===== src/rtl/gf2m_ds_mult.sv =====
// Digit-serial GF(2^M) multiplier, c = a*b mod f(x), MSB digit of b first, valid/ready on both sides.
// Optional GF2M_DS_SQR_EN adds sq_mode: single-step a^2 mod f via bit-spread plus reduction.
module gf2m_ds_mult #(
  parameter int             M    = 163,
  parameter int             D    = 8,
  parameter logic [M-1:0]   POLY = {{(M-8){1'b0}}, 8'hC9}
) (
  input  logic         clk,
  input  logic         rst_n,
  input  logic         in_valid,
`ifdef GF2M_DS_SQR_EN
  input  logic         sq_mode,
`endif
  output logic         in_ready,
  input  logic [M-1:0] a,
  input  logic [M-1:0] b,
  output logic         out_valid,
  input  logic         out_ready,
  output logic [M-1:0] c
);

  localparam int N  = (M + D - 1) / D;
  localparam int W  = N * D;
  localparam int CW = $clog2(N + 1);

  typedef enum logic [1:0] {IDLE, RUN, DONE} state_t;

  state_t        state, state_nxt;
  logic [M-1:0]  a_r, acc, acc_nxt, c_r;
  logic [W-1:0]  b_r;
  logic [CW-1:0] cnt, cnt_nxt;
  logic [M+D-1:0] prod;
  logic [D-1:0]  digit;

  // Overflow bits are folded highest first, so a fold that lands above M is caught by a later k.
  function automatic logic [M-1:0] fold_d(input logic [M+D-1:0] t);
    logic [M+D-1:0] f, v;
    f = '0;
    f[M-1:0] = POLY;
    f[M] = 1'b1;
    v = t;
    for (int k = D - 1; k >= 0; k--)
      if (v[M+k]) v = v ^ (f << k);
    return v[M-1:0];
  endfunction

`ifdef GF2M_DS_SQR_EN
  logic sq_r;

  function automatic logic [M-1:0] sqr(input logic [M-1:0] x);
    logic [2*M-1:0] f, v;
    v = '0;
    for (int i = 0; i < M; i++) v[2*i] = x[i];
    f = '0;
    f[M-1:0] = POLY;
    f[M] = 1'b1;
    for (int k = M - 1; k >= 0; k--)
      if (v[M+k]) v = v ^ (f << k);
    return v[M-1:0];
  endfunction
`endif

  assign digit = b_r[W-1 -: D];

  always_comb begin
    prod = {acc, {D{1'b0}}};
    for (int j = 0; j < D; j++)
      if (digit[j]) prod = prod ^ ({{D{1'b0}}, a_r} << j);
    acc_nxt = fold_d(prod);
    cnt_nxt = cnt + 1'b1;
`ifdef GF2M_DS_SQR_EN
    if (sq_r) begin
      acc_nxt = sqr(a_r);
      cnt_nxt = CW'(N);
    end
`endif
  end

  always_ff @(posedge clk or negedge rst_n) begin
    if (!rst_n) state <= IDLE;
    else        state <= state_nxt;
  end

  always_comb begin
    state_nxt = state;
    case (state)
      IDLE:    if (in_valid)        state_nxt = RUN;
      RUN:     if (cnt == CW'(N))   state_nxt = DONE;
      DONE:    if (out_ready)       state_nxt = IDLE;
      default:                      state_nxt = IDLE;
    endcase
  end

  always_comb begin
    in_ready  = (state == IDLE);
    out_valid = (state == DONE);
  end

  assign c = c_r;

  // RUN spends N cycles on digits, then one more cycle publishing acc into c.
  always_ff @(posedge clk or negedge rst_n) begin
    if (!rst_n) begin
      a_r <= '0;
      b_r <= '0;
      acc <= '0;
      c_r <= '0;
      cnt <= '0;
`ifdef GF2M_DS_SQR_EN
      sq_r <= 1'b0;
`endif
    end else begin
      case (state)
        IDLE: if (in_valid) begin
          a_r <= a;
          b_r <= W'(b);
          acc <= '0;
          cnt <= '0;
`ifdef GF2M_DS_SQR_EN
          sq_r <= sq_mode;
`endif
        end
        RUN: if (cnt != CW'(N)) begin
          acc <= acc_nxt;
          b_r <= b_r << D;
          cnt <= cnt_nxt;
        end else begin
          c_r <= acc;
        end
        default: ;
      endcase
    end
  end

endmodule


===== config.mk =====
export PLATFORM = sky130hd
export DESIGN_NAME = gf2m_ds_mult
export DESIGN_NICKNAME = d
export VERILOG_FILES = /design/src/rtl/gf2m_ds_mult.sv
export SDC_FILE = /design/constraint.sdc
export NUM_CORES = 2
export LEC_CHECK = 0
export CAP_MARGIN = 20
export CORE_MARGIN = 2
export CORE_UTILIZATION = 35
export CTS_BUF_LIST = sky130_fd_sc_hd__clkbuf_4 sky130_fd_sc_hd__clkbuf_8 sky130_fd_sc_hd__clkbuf_16
export CTS_CLUSTER_DIAMETER = 120
export CTS_CLUSTER_SIZE = 25
export DETAILED_ROUTE_END_ITERATION = 10
export HOLD_SLACK_MARGIN = 0.08
export PLACE_DENSITY = 0.56
export SYNTH_ARGS = -nofsm -noshare
export SYNTH_HDL_FRONTEND = slang
export SYNTH_SLANG_ARGS = --single-unit

===== constraint.sdc =====
create_clock -name clk -period 2.4 [get_ports clk]
set_clock_uncertainty 0.1 [all_clocks]
set_input_delay 0.48 -clock clk [delete_from_list [all_inputs] [get_ports clk]]
set_output_delay 0.48 -clock clk [all_outputs]
set_load 0.05 [all_outputs]

==> summary.txt <==
Outcome
  – Status: completed

Timing
  – Fmax: 446 MHz
  – Unrepaired setup endpoints after global routing: false
  – Final worst path period need: 2240 ps
  – Final setup TNS: 0 ps
  – Worst Max-Slew Pin Slew: 683 ps
  – Final WS setup: 156 ps
  – Max transition margin: 54.5%
  – Final hold viol count: 0
  – Tcrit/Tclk final: 93.5%
  – Finish-stage setup viols: 0
  – Slew Limit Fails: 0

Synthesis
  – Post-synth top area share: 38.3%
  – Synth Instances: 5,430
  – Post-synthesis async set-or-reset flop share: 100%
  – Syn Area/Cell: 7.99 um^2
  – Sequential area share after synthesis: 38.3%
  – Syn nets: 5,762
  – Synthesized area: 43,400 um^2
  – Seq cells post-synth: 664
  – Most used DFF post-synth: dfrtp_1
  – Post-synth EDFFs: 0
  – Leading area contributor after synthesis: dfrtp_1
  – Area contributors post-synth: dfrtp_1 38%, nand2_1 20%, xnor2_1 17%
  – Netlist cell types: 29
  – Synth warn: 0

Placement
  – Pre-CTS WS: 129 ps
  – Placed inst area: 50,600 um^2
  – DP Cell Count: 7,264
  – Dpl hpwl: 95.2 mm
  – RePlAce Congestion: 0.825
  – # port buffers: 494

Critical path
  – Max Fanout on Critical Path: 36
  – Worst Setup SP: b_r[167]$_DFFE_PN0P_
  – Worst setup path end: acc[61]$_DFFE_PN0P_
  – CP required: 2810 ps
  – Worst Path Arrival: 2660 ps
  – Worst Reg-to-Reg Cells: 8
  – Reg2reg end: acc[61]$_DFFE_PN0P_
  – Critical setup path kind: register to register
  – FF-to-FF setup slack: 160 ps
  – R2R Path Start: b_r[167]$_DFFE_PN0P_
  – Setup crit end kind: register
  – Setup crit start kind: register

Route
  – Drt wl/cell: 18.3 um
  – First DRT Iteration DRCs: 2,520
  – Post-DRT Antenna Nets: 0
  – Post-DR vias/cell: 4.78
  – Routed vias: 35,000
  – Number of remaining DRC errors: 0
  – Final wirelength: 134 mm
  – First drt pass iteration count: 5

GRT
  – Gr usage total: 20.9%
  – Initial antenna violation count: 25
  – Congestion Overflow GR: 0
  – Largest net degree at the start of global routing: 156
  – Global-route wire length before repair: 209 mm
  – Vias in the first global route: 34,400

Floorplanning
  – Num ports: 495
  – Initial Utilization: 35.2%
  – Height of the chip: 356 um
  – Die X: 356 um
  – Core Area: 123,000 um^2
  – Total die area: 127,000 um^2
  – # rows: 129

Clocking
  – CTS sink cnt: 664
  – Clock Tree Buf Depth: 3
  – H-tree levels: 2
  – Cell chosen for the clock root: clkbuf_16
  – Clk Latency, worst-skew pair: 640 ps
  – CTS Buf Count: 39
  – CTS tree: done
  – Worst-path clk slew: 110 ps

Final layout
  – Nets: 6,001
  – Fin area: 51,700 um^2
  – Layout Cells excl Fill: 7,327
  – P&R area growth vs syn: 19.2%
  – Layout cell share with drive strength beyond 1: 8.00%

Hold path
  – Min-delay worst type: input pin to register

Job
  – Max Cap Viol: 0
## cell families after synthesis
logic type	Yosys count	synth area share [%]
compound gates	321	4.15
xor+xnor	1327	27.1
fa+ha+maj	2	0.0576
buf+inv	474	4.63
flops	664	38.3
mux	163	4.23
simple gates	2479	21.6
## worst min-delay path by stage
stage,startpoint,end,slack [ps],cells after the start
3_5_place_dp,rst_n,c[45]$_DFFE_PN0P_,360,1
6_report,a[18],a_r[18]$_DFFE_PN0P_,250,3
4_1_cts,a[18],a_r[18]$_DFFE_PN0P_,200,3
2_1_floorplan,rst_n,a_r[0]$_DFFE_PN0P_,80,0
5_1_grt,a[20],a_r[20]$_DFFE_PN0P_,240,3
3_3_place_gp,rst_n,c[45]$_DFFE_PN0P_,360,1
## synthesized netlist by cell type (all sizes together), types with 2 or more instances
| cell | n |
|---|---|
| o21ai | 165 |
| mux2 | 163 |
| and2 | 2 |
| nor2b | 2 |
| buf | 195 |
| xor2 | 480 |
| nand2 | 2291 |
| xnor3 | 4 |
| xnor2 | 843 |
| nor2 | 161 |
| clkbuf | 276 |
| inv | 3 |
| a31oi | 155 |
| ha | 2 |
| nand4 | 2 |
| nand3 | 19 |
| dfrtp | 664 |
## cells in the final DEF (no fill, tap or decap), drive strengths merged, types with 19 or more instances in the layout
cell type,netlist,layout
buf,195,203
mux2,163,163
xor2,480,480
nand2,2291,2291
nor2,161,161
dfrtp,664,664
clkdlybuf4s50,0,328
o21ai,165,165
a31oi,155,155
nand3,19,19
dlygate4sd2,0,137
clkbuf,276,43
xnor2,843,843
## flip-flops by register name, summed over array words and instances (netlist names)
signal and flops:
c 163, b_r 168, cnt 5, acc 163, state 2, a_r 163
## per-stage QoR
step	utilization (%)	hold slack, ps
global placement	41.0	362
floorplan	-	84.4
detailed placement	41.0	360
finish	42.0	254
CTS	42.0	195
global route	42.0	236
## layout make-up
class | count | area, um^2
inverter | 3 | 18.8
antenna | 5 | 12.5
fill | 12400 | 71600
multi-input combinational | 4292 | 24800
clock buffer | 43 | 1040
timing repair buffer | 669 | 6910
clock inverter | 14 | 243
tap | 1637 | 2050
sequential | 664 | 16600
## routing by layer
metal	wire [um]	track usage (%)	share of wire, %	up-vias
met5	135	0	0.10	-
met4	3770	6.50	2.8	22
met3	8760	4.56	6.5	183
met2	61100	33.2	46	883
met1	60200	28.2	45	16800
li1	-	-	-	17100
## timing repair
action,in CTS,in global routing
endpoints found under the setup margin,137,0
gates resized for setup,137,0
hold buffers,1,0
setup buffers,0,0
endpoints found under the hold margin,149,0
## critical path: stages, from the launching register on
cell and delay [ps]:
dfrtp_4 520, buf_12 250, buf_12 240, nand2_1 90, xor2_1 190, xnor2_1 140, xnor2_1 260, xnor2_1 180
o21ai_0 90
Power is left out: the tool's default activity adds up to more than one toggle a clock period on the data nets, which glitch-free logic cannot reach.
